### config.mk
export PLATFORM = sky130hd
export DESIGN_NAME = fetch_sequencer
export DESIGN_NICKNAME = d
export VERILOG_FILES = /design/src/rtl/fetch_pkg.sv /design/src/rtl/fetch_redirect_buf.sv /design/src/rtl/fetch_sequencer.sv
export SDC_FILE = /design/constraint.sdc
export NUM_CORES = 1
export LEC_CHECK = 0
export CORE_MARGIN = 3
export CORE_UTILIZATION = 35
export CTS_BUF_LIST = sky130_fd_sc_hd__clkbuf_8
export DETAILED_ROUTE_END_ITERATION = 8
export SLEW_MARGIN = 20
export SYNTH_ARGS = -nofsm -noshare
export SYNTH_HDL_FRONTEND = slang
export SYNTH_SLANG_ARGS = --single-unit
### constraint.sdc
create_clock -name CLK -period 3.4 [get_ports CLK]
set_input_delay 0.68 -clock CLK [delete_from_list [all_inputs] [get_ports CLK]]
set_output_delay 0.68 -clock CLK [all_outputs]
set_load 0.01 [all_outputs]
### src/rtl/fetch_pkg.sv
// Shared types and defaults for the instruction-fetch sequencer.
//   fetch_state_e    : fetch FSM states
//   RESET_PC_DEFAULT : default PC loaded on reset
//   PC_STEP_DEFAULT  : default sequential PC increment in bytes
package fetch_pkg;

  localparam int unsigned XLEN_DEFAULT     = 32;
  localparam logic [31:0] RESET_PC_DEFAULT = 32'h0000_0000;
  localparam int unsigned PC_STEP_DEFAULT  = 4;

  typedef enum logic [2:0] {
    BOOT  = 3'd0,
    REQ   = 3'd1,
    WAIT  = 3'd2,
    HOLD  = 3'd3,
    FAULT = 3'd4
  } fetch_state_e;

endpackage

### src/rtl/fetch_redirect_buf.sv
// Pending-redirect buffer: remembers the newest redirect target seen while a
// fetch is outstanding so the in-flight response can be discarded.
//   CLK, Reset_n : clock, async active-low reset
//   set          : capture set_target as the pending redirect
//   set_target   : redirect target
//   clear        : drop the pending redirect (wins over set)
//   pending_c    : redirect pending, including one being set this cycle
//   target_c     : newest pending target, including one being set this cycle
module fetch_redirect_buf
  import fetch_pkg::*;
#(
  parameter int unsigned XLEN = XLEN_DEFAULT
) (
  input  logic            CLK,
  input  logic            Reset_n,
  input  logic            set,
  input  logic [XLEN-1:0] set_target,
  input  logic            clear,
  output logic            pending_c,
  output logic [XLEN-1:0] target_c
);

  logic            pending_q;
  logic [XLEN-1:0] target_q;

  // Pending flag/target register; clear takes priority over a new capture.
  always_ff @(posedge CLK or negedge Reset_n) begin
    if (!Reset_n) begin
      pending_q <= 1'b0;
      target_q  <= '0;
    end else if (clear) begin
      pending_q <= 1'b0;
    end else if (set) begin
      pending_q <= 1'b1;
      target_q  <= set_target;
    end
  end

  // Bypass so a redirect arriving with the response is not lost (newest wins).
  assign pending_c = set | pending_q;
  assign target_c  = set ? set_target : target_q;

endmodule

### src/rtl/fetch_sequencer.sv
// Instruction-fetch controller: owns the PC and sequences one outstanding
// request against a handshaked instruction memory, with decode back-pressure
// and ALU branch/jump redirect.
//   CLK, Reset_n            : clock, async active-low reset
//   PCSrc, AluOutput        : redirect request and target
//   imem_req_valid/addr     : fetch request (held until imem_req_ready)
//   imem_rsp_valid/data     : fetch response, one-cycle pulse
//   inst_valid/data/pc      : instruction to decode (held until inst_ready)
//   curPC                   : PC of the current or next fetch
//   fetch_misalign          : only with FETCH_ALIGN_CHECK_EN; set when a
//                             misaligned redirect parks the FSM in FAULT
module fetch_sequencer
  import fetch_pkg::*;
#(
  parameter int unsigned     XLEN     = XLEN_DEFAULT,
  parameter logic [XLEN-1:0] RESET_PC = XLEN'(RESET_PC_DEFAULT),
  parameter int unsigned     PC_STEP  = PC_STEP_DEFAULT
) (
  input  logic            CLK,
  input  logic            Reset_n,
  input  logic            PCSrc,
  input  logic [XLEN-1:0] AluOutput,
  output logic            imem_req_valid,
  output logic [XLEN-1:0] imem_req_addr,
  input  logic            imem_req_ready,
  input  logic            imem_rsp_valid,
  input  logic [XLEN-1:0] imem_rsp_data,
  output logic            inst_valid,
  output logic [XLEN-1:0] inst_data,
  output logic [XLEN-1:0] inst_pc,
  input  logic            inst_ready,
`ifdef FETCH_ALIGN_CHECK_EN
  output logic            fetch_misalign,
`endif
  output logic [XLEN-1:0] curPC
);

  fetch_state_e    state_q, state_d;
  logic [XLEN-1:0] cur_pc_d;
  logic            req_valid_d;
  logic            inst_valid_d;
  logic [XLEN-1:0] inst_data_d;
  logic [XLEN-1:0] inst_pc_d;
  logic            redir_set;
  logic            redir_clear;
  logic            redir_pending_c;
  logic [XLEN-1:0] redir_target_c;
  logic            redirect_bad;

  fetch_redirect_buf #(.XLEN(XLEN)) u_redirect_buf (
    .CLK        (CLK),
    .Reset_n    (Reset_n),
    .set        (redir_set),
    .set_target (AluOutput),
    .clear      (redir_clear),
    .pending_c  (redir_pending_c),
    .target_c   (redir_target_c)
  );

  // A redirect to a non-word-aligned target is fatal only when checking is built in.
`ifdef FETCH_ALIGN_CHECK_EN
  assign redirect_bad = PCSrc && (AluOutput[1:0] != 2'b00);
`else
  assign redirect_bad = 1'b0;
`endif

  // Request address is the PC register itself, so it is stable throughout REQ.
  assign imem_req_addr = curPC;

  // State, PC and output registers.
  always_ff @(posedge CLK or negedge Reset_n) begin
    if (!Reset_n) begin
      state_q        <= BOOT;
      curPC          <= RESET_PC;
      imem_req_valid <= 1'b0;
      inst_valid     <= 1'b0;
      inst_data      <= '0;
      inst_pc        <= '0;
    end else begin
      state_q        <= state_d;
      curPC          <= cur_pc_d;
      imem_req_valid <= req_valid_d;
      inst_valid     <= inst_valid_d;
      inst_data      <= inst_data_d;
      inst_pc        <= inst_pc_d;
    end
  end

`ifdef FETCH_ALIGN_CHECK_EN
  // Sticky misalign indication, mirrors residence in FAULT.
  always_ff @(posedge CLK or negedge Reset_n) begin
    if (!Reset_n) begin
      fetch_misalign <= 1'b0;
    end else begin
      fetch_misalign <= (state_d == FAULT);
    end
  end
`endif

  // Next-state, next-PC and next-output logic.
  always_comb begin
    state_d      = state_q;
    cur_pc_d     = curPC;
    req_valid_d  = 1'b0;
    inst_valid_d = inst_valid;
    inst_data_d  = inst_data;
    inst_pc_d    = inst_pc;
    redir_set    = 1'b0;
    redir_clear  = 1'b0;

    case (state_q)
      BOOT: state_d = REQ;
      REQ: begin
        // A redirect here is deferred: the request still completes.
        redir_set = PCSrc;
        if (imem_req_ready) begin
          state_d = WAIT;
        end
      end
      WAIT: begin
        redir_set = PCSrc;
        if (imem_rsp_valid) begin
          if (redir_pending_c) begin
            // Response belongs to a stale path; refetch from the redirect target.
            cur_pc_d    = redir_target_c;
            redir_clear = 1'b1;
            state_d     = REQ;
          end else begin
            inst_data_d  = imem_rsp_data;
            inst_pc_d    = curPC;
            inst_valid_d = 1'b1;
            state_d      = HOLD;
          end
        end
      end
      HOLD: begin
        // Redirect beats the sequential step whether or not decode accepts.
        if (PCSrc) begin
          cur_pc_d     = AluOutput;
          inst_valid_d = 1'b0;
          state_d      = REQ;
        end else if (inst_ready) begin
          cur_pc_d     = curPC + XLEN'(PC_STEP);
          inst_valid_d = 1'b0;
          state_d      = REQ;
        end
      end
      FAULT: inst_valid_d = 1'b0;
      default: state_d = BOOT;
    endcase

    if (redirect_bad && (state_q inside {REQ, WAIT, HOLD})) begin
      state_d      = FAULT;
      cur_pc_d     = curPC;
      inst_valid_d = 1'b0;
      redir_set    = 1'b0;
      redir_clear  = 1'b1;
    end

    req_valid_d = (state_d == REQ);
  end

endmodule

==> results of run 1 <==
[layout by cell type (no fill, tap or decap), drive strengths merged, types with 5 or more instances in the layout]
| master | instances |
|---|---|
| clkdlybuf4s50 | 198 |
| dfrtp | 134 |
| mux2 | 94 |
| o21ai | 45 |
| nand2 | 28 |
| nor2 | 24 |
| a21oi | 23 |
| clkbuf | 18 |
| nand3 | 16 |
| buf | 13 |
| a22o | 12 |
| nor3 | 12 |
| inv | 12 |
| nand4 | 11 |
| o22ai | 9 |
| a31oi | 8 |
| nor4 | 8 |
| a22oi | 7 |
| a221oi | 7 |
| or4 | 6 |
| a41oi | 5 |
| clkinvlp | 5 |
[critical path: cells and delay by family]
kind | cells | cell delay, ns
AND/OR/NAND/NOR | 1 | 0.35
AO/OA/AOI/OAI | 3 | 0.93
buffers and inverters | 2 | 0.95
[routing by layer]
metal	wire length (um)	up-vias	track usage
li1	-	2428	-
met1	7800	2581	0.230
met2	8570	218	0.289
met3	1440	22	0.0655
met4	280	0	0.0535
met5	0	-	0
[path summary, 6_finish.rpt]
| kind | end | startpoint | slack (ns) |
|---|---|---|---|
| worst max-delay path | curPC[20] | PCSrc | 0.84 |
| worst min-delay path | inst_pc[10] | Reset_n | 0.19 |
| worst max register to register | u_redirect_buf.target_q[1] | state_q[0] | 0.92 |
| worst min register to register | inst_pc[16] | inst_pc[16] | 0.48 |
| max in group asynchronous | inst_data[14] | Reset_n | 2.48 |
| min in group CLK | inst_pc[16] | inst_pc[16] | 0.48 |
[area by class of cell]
cell class / count / area [sq um]
tap: 229 / 287
fill: 1605 / 9130
multi-input combinational: 361 / 2750
clock buffer: 18 / 248
inverter: 10 / 37.5
timing repair buffer: 211 / 2110
clock inverter: 14 / 176
sequential: 134 / 3350
[power groups by stage]
stage / sequential, W / clock [W] / combinational [W]
2_1_floorplan: 0.00302 / 0 / 0.00178
3_3_place_gp: 0.00299 / 0 / 0.00344
5_1_grt: 0.00313 / 0.00155 / 0.00376
4_1_cts: 0.00301 / 0.00146 / 0.00351
6_report: 0.00301 / 0.00142 / 0.00347
3_5_place_dp: 0.00304 / 0 / 0.00350
[per-stage QoR]
stage,setup slack (ns),util
floorplan,1.37,-
global placement,0.474,0.472
detailed placement,0.420,0.472
CTS,0.888,0.495
global route,0.712,0.495
finish,0.843,0.495
[registers in the layout, summed over array words and instances, names as in the netlist]
name	flops
inst_pc	32
u_redirect_buf.target_q	32
u_redirect_buf.pending_q	1
state_q	3
inst_data	32
imem_req_valid	1
inst_valid	1
curPC	32
[cells by family after synthesis]
group | count (synthesis)
DFF | 134
buffers and inverters | 77
and+or+nand+nor | 124
adders and majority gates | 1
muxes | 96
AOI/OAI and AO/OA | 140
==> impl_metrics.json, run 1 <==
{
  "worstSkewPairLatency_ns": 0.45,
  "cts_root_buf": "clkbuf_8",
  "postSynth.asyncResetShare": 1.00,
  "synth_edf_count": 0,
  "dp_hpwl_um": 12900,
  "dpl_cell_area_sq_um": 8530,
  "finalHoldWorstSlack_ns": 0.188,
  "synth-main-ff-cell": "dfrtp_1",
  "grt_start_max_net_pins": 61,
  "ys_warn_count": 0,
  "ctsHoldBuffers": 0,
  "start_util": 0.359,
  "crit_path_end_kind": "register",
  "yosysTopAreaCellShare": 0.516,
  "grtUsageTotal": 0.180,
  "min_period_over_period": 0.752,
  "grt_pass1_vias": 5487,
  "syn_avg_cell_area_sq_um": 11.4,
  "cts_setup_buffers": 0,
  "worstPathCellList": "clkdlybuf4s50_1 > nand2b_1 > o221ai_4 > buf_4 > a21oi_1 > a41oi_1",
  "drt-vias-per-instance": 5.37,
  "drc": 0,
  "skew_ns": 0.0104,
  "drt_iter0_drc": 347,
  "synth_top_family_by_area": "multiplexers",
  "place.port_buffers": 199,
  "firstDrtPassIters": 5,
  "dieArea_sq_um": 20200,
  "die_x_um": 142,
  "synthMuxAreaShare": 0.166,
  "wl_per_cell_um": 18.5,
  "ys_types": 57,
  "syn_area_sq_um": 6490,
  "row_count": 49,
  "wl_um": 18100,
  "ir_worst_vdd_mv": 0.355,
  "numCtsBuffers": 17,
  "grt_pass1_wl_um": 28900,
  "synth_nets": 643,
  "maxSlewViolCount": 0,
  "tightest_slew_ns": 1.08,
  "clock_path_buffers": 2,
  "yosysSeqAreaShare": 0.516,
  "die_y_um": 142,
  "synthAdderAreaFrac": 0.00193,
  "cp_slowest_stage_delay_ns": 0.65,
  "gp_congestion": 0.813,
  "synth_xor_area_frac": 0,
  "grt_antenna_before_repair": 0,
  "intPower_w": 0.00501,
  "cts-resized-gates": 0,
  "yosys-top-cells-area": "dfrtp_1 (52%), mux2_2 (14%), buf_4 (3.7%), o21ai_0 (2.9%), mux2_1 (2.3%)",
  "start_kind": "primary input",
  "ys_seq_elements": 134,
  "switching_power_w": 0.00289,
  "cp.arrival_ns": 2.92,
  "finalCriticalPeriod_ns": 2.56,
  "drive_gt1_frac": 0.183,
  "hold_path.class": "primary input to asynchronous set/reset pin",
  "vias": 5249,
  "synth_commonest_cells": "dfrtp_1 (134), mux2_2 (81), o21ai_0 (38), buf_4 (32), nand2_1 (28)",
  "outcome": "finished clean",
  "setup_violations": 0,
  "worstRegToRegCells": 4,
  "synth-simple-area-share": 0.108,
  "coreArea_sq_um": 18100,
  "rsz0062_at_grt": "no",
  "clkTransAtPathRegs_ns": 0.08,
  "final_hold_viol_count": 0,
  "cts_sinks": 134,
  "final_nets": 806,
  "combPwrFrac": 0.440,
  "dp.cells": 945,
  "total_power_w": 0.00791,
  "final_antenna_net_count": 0,
  "n_antenna_cell": 0,
  "fin_setup_tns_ns": 0,
  "grt_overflow": 0,
  "cts_tree": "built",
  "ios": 200,
  "swShare": 0.366,
  "final_cells": 977,
  "maxClockFrequency_ghz": 0.391,
  "crit_path_max_fanout": 27,
  "fin_area_sq_um": 8960,
  "seqPwrFrac": 0.381,
  "netlist_instances": 572,
  "worstSetupPathType": "primary input to register",
  "yosys.area.top_type": "dfrtp_1",
  "pwr-share-clk": 0.180,
  "htree_levels": 4,
  "synthToLayoutAreaGrowth_pct": 37.9,
  "synth_compound_area_frac": 0.141,
  "cp_data_required_time_ns": 3.76,
  "leakagePower_nw": 3.75,
  "cpMaxStageDelayCell": "clkdlybuf4s50_1",
  "cap_violations": 0,
  "powerDensity_nw_per_um2": 883,
  "synth_most_common_cell": "dfrtp_1",
  "slew_headroom": 0.275
}
Power figures use the tool's default switching activity.
==> run 2: changes to the inputs <==
Settings changed: PLACE_DENSITY set to 0.65.
Clock period 3.4 ns to 2.2 ns, I/O delays scaled along.
==> run 2 against run 1 <==
Net effect: combinational power grew 76%; clock power rose by 51%; power rose by 60%; via count grew 3.5%; global-route usage rose by 0.53 points; setup slack got worse by 0.77 ns; largest cell class unchanged.
==> impl_metrics.json, run 2 (synthesized netlist as in run 1, its figures left out) <==
{
  "met3_usage": 0.0638,
  "drive_gt1_frac": 0.228,
  "cp_slowest_stage_delay_ns": 0.62,
  "dp_hpwl_um": 13700,
  "r2r-start": "curPC[21]",
  "setup_violations": 0,
  "numCtsBuffers": 17,
  "min_period_over_period": 0.966,
  "crit_path_max_fanout": 11,
  "rsz0062_at_grt": "no",
  "cts_sinks": 134,
  "gp_congestion": 0.835,
  "dieArea_sq_um": 20200,
  "die_y_um": 142,
  "path_depth": 1,
  "clock_path_buffers": 2,
  "crit_path_end_kind": "output port",
  "grt_pass1_wl_um": 29700,
  "tightest_slew_ns": 0.429,
  "drt_iter0_drc": 318,
  "slew_headroom": 0.714,
  "powerDensity_nw_per_um2": 1360,
  "outcome": "finished clean",
  "cts_root_buf": "clkbuf_8",
  "r2r-end": "curPC[29]",
  "wl_um": 18500,
  "finalHoldWorstSlack_ns": 0.406,
  "cp_data_required_time_ns": 1.76,
  "use_met2": 0.294,
  "grt_start_max_net_pins": 57,
  "skew_ns": 0.0104,
  "grt_pass1_vias": 5552,
  "worstSetupPathType": "register to output port",
  "die_x_um": 142,
  "start_util": 0.359,
  "worstPathCellList": "clkdlybuf4s50_1",
  "final_antenna_net_count": 0,
  "finalCriticalPeriod_ns": 2.12,
  "mostFrequentLayoutCell": "clkdlybuf4s50_1",
  "htree_levels": 4,
  "cts_setup_buffers": 0,
  "worstSkewPairLatency_ns": 0.45,
  "maxSlewViolCount": 0,
  "drt-vias-per-instance": 5.33,
  "start_kind": "register",
  "maxClockFrequency_ghz": 0.471,
  "leakagePower_nw": 3.99,
  "cpMaxStageDelayCell": "clkdlybuf4s50_1",
  "grt_antenna_before_repair": 1,
  "worstRegToRegCells": 5,
  "n_antenna_cell": 0,
  "hold_path.class": "primary input to asynchronous set/reset pin",
  "drc": 0,
  "place.port_buffers": 199,
  "vias": 5434,
  "ir_worst_vdd_mv": 0.561,
  "grt_overflow": 0,
  "rrSetupSlack_ns": 0.17,
  "clkTransAtPathRegs_ns": 0.08,
  "cp.arrival_ns": 1.68,
  "firstDrtPassIters": 4,
  "row_count": 49,
  "synthToLayoutAreaGrowth_pct": 43.7,
  "busiest_layer": "met2",
  "fin_util": 0.516,
  "use_met1": 0.242,
  "coreArea_sq_um": 18100,
  "final_nets": 848,
  "cp.buffers_inverters": 1,
  "wl_per_cell_um": 18.2,
  "fillers": 1591,
  "final_cell_mix": "clkdlybuf4s50_1 (198), dfrtp_1 (133), mux2_2 (81)",
  "critPathTopFamily": "buffers and inverters",
  "grtUsageTotal": 0.186,
  "cap_violations": 0,
  "cts_tree": "built",
  "ios": 200,
  "final_hold_viol_count": 0
}
-- run 2: metal layers --
layer	share of wire	wire [um]
met5	0.00043	8
met1	0.43	7950
met3	0.087	1620
met4	0.012	215
met2	0.47	8700
-- run 2: what timing repair did --
action,4_1_cts,5_1_grt
resized for setup,0,2
hold endpoints to repair,19,0
hold buffers,1,0
endpoints found under the setup margin,0,4
-- run 2: layout make-up --
cell class,count,area [sq um],area share
Timing Repair Buffer,253,2490,0.267
Clock buffer,19,262,0.0280
Tap cell,229,287,0.0307
Clock inverter,13,155,0.0166
Multi-Input combinational cell,361,2750,0.295
Sequential cell,134,3350,0.359
Inverter,10,37.5,0.00402
-- run 2: power breakdown --
group	switching (W)	internal [W]	leakage (nW)
clock network	0.000981	0.00117	0.207
logic	0.00266	0.00343	2.07
registers	0.000893	0.00353	1.71
-- run 2: worst max path at each step --
stage / start / to / slack [ns]
after global placement: PCSrc / curPC[28] / -0.22
final: curPC[25] / curPC[25] / 0.08
after detailed placement: PCSrc / curPC[28] / -0.25
after global routing: curPC[25] / curPC[25] / 0.003
after floorplan: curPC[2] / curPC[22] / 0.25
after CTS: curPC[25] / curPC[25] / 0.05
-- run 2: worst register-to-register path, delay by kind of cell, from the launching register on --
family        cells  cell delay (ns)
simple gates      5             1.48
flops             1             0.49
-- run 2: per-stage QoR --
stage | TNS [ns] | power [W] | cells | worst slack (ns) | cell area, sq um
4_1_cts | 0 | 0.0128 | 1019 | 0.0546 | 9330
2_1_floorplan | 0 | 0.00741 | 572 | 0.255 | 6490
6_report | 0 | 0.0127 | 1019 | 0.0754 | 9340
3_3_place_gp | -3.81 | 0.0104 | 986 | -0.222 | 8900
5_1_grt | 0 | 0.0135 | 1019 | 0.00338 | 9340
3_5_place_dp | -6.00 | 0.0106 | 986 | -0.250 | 8900
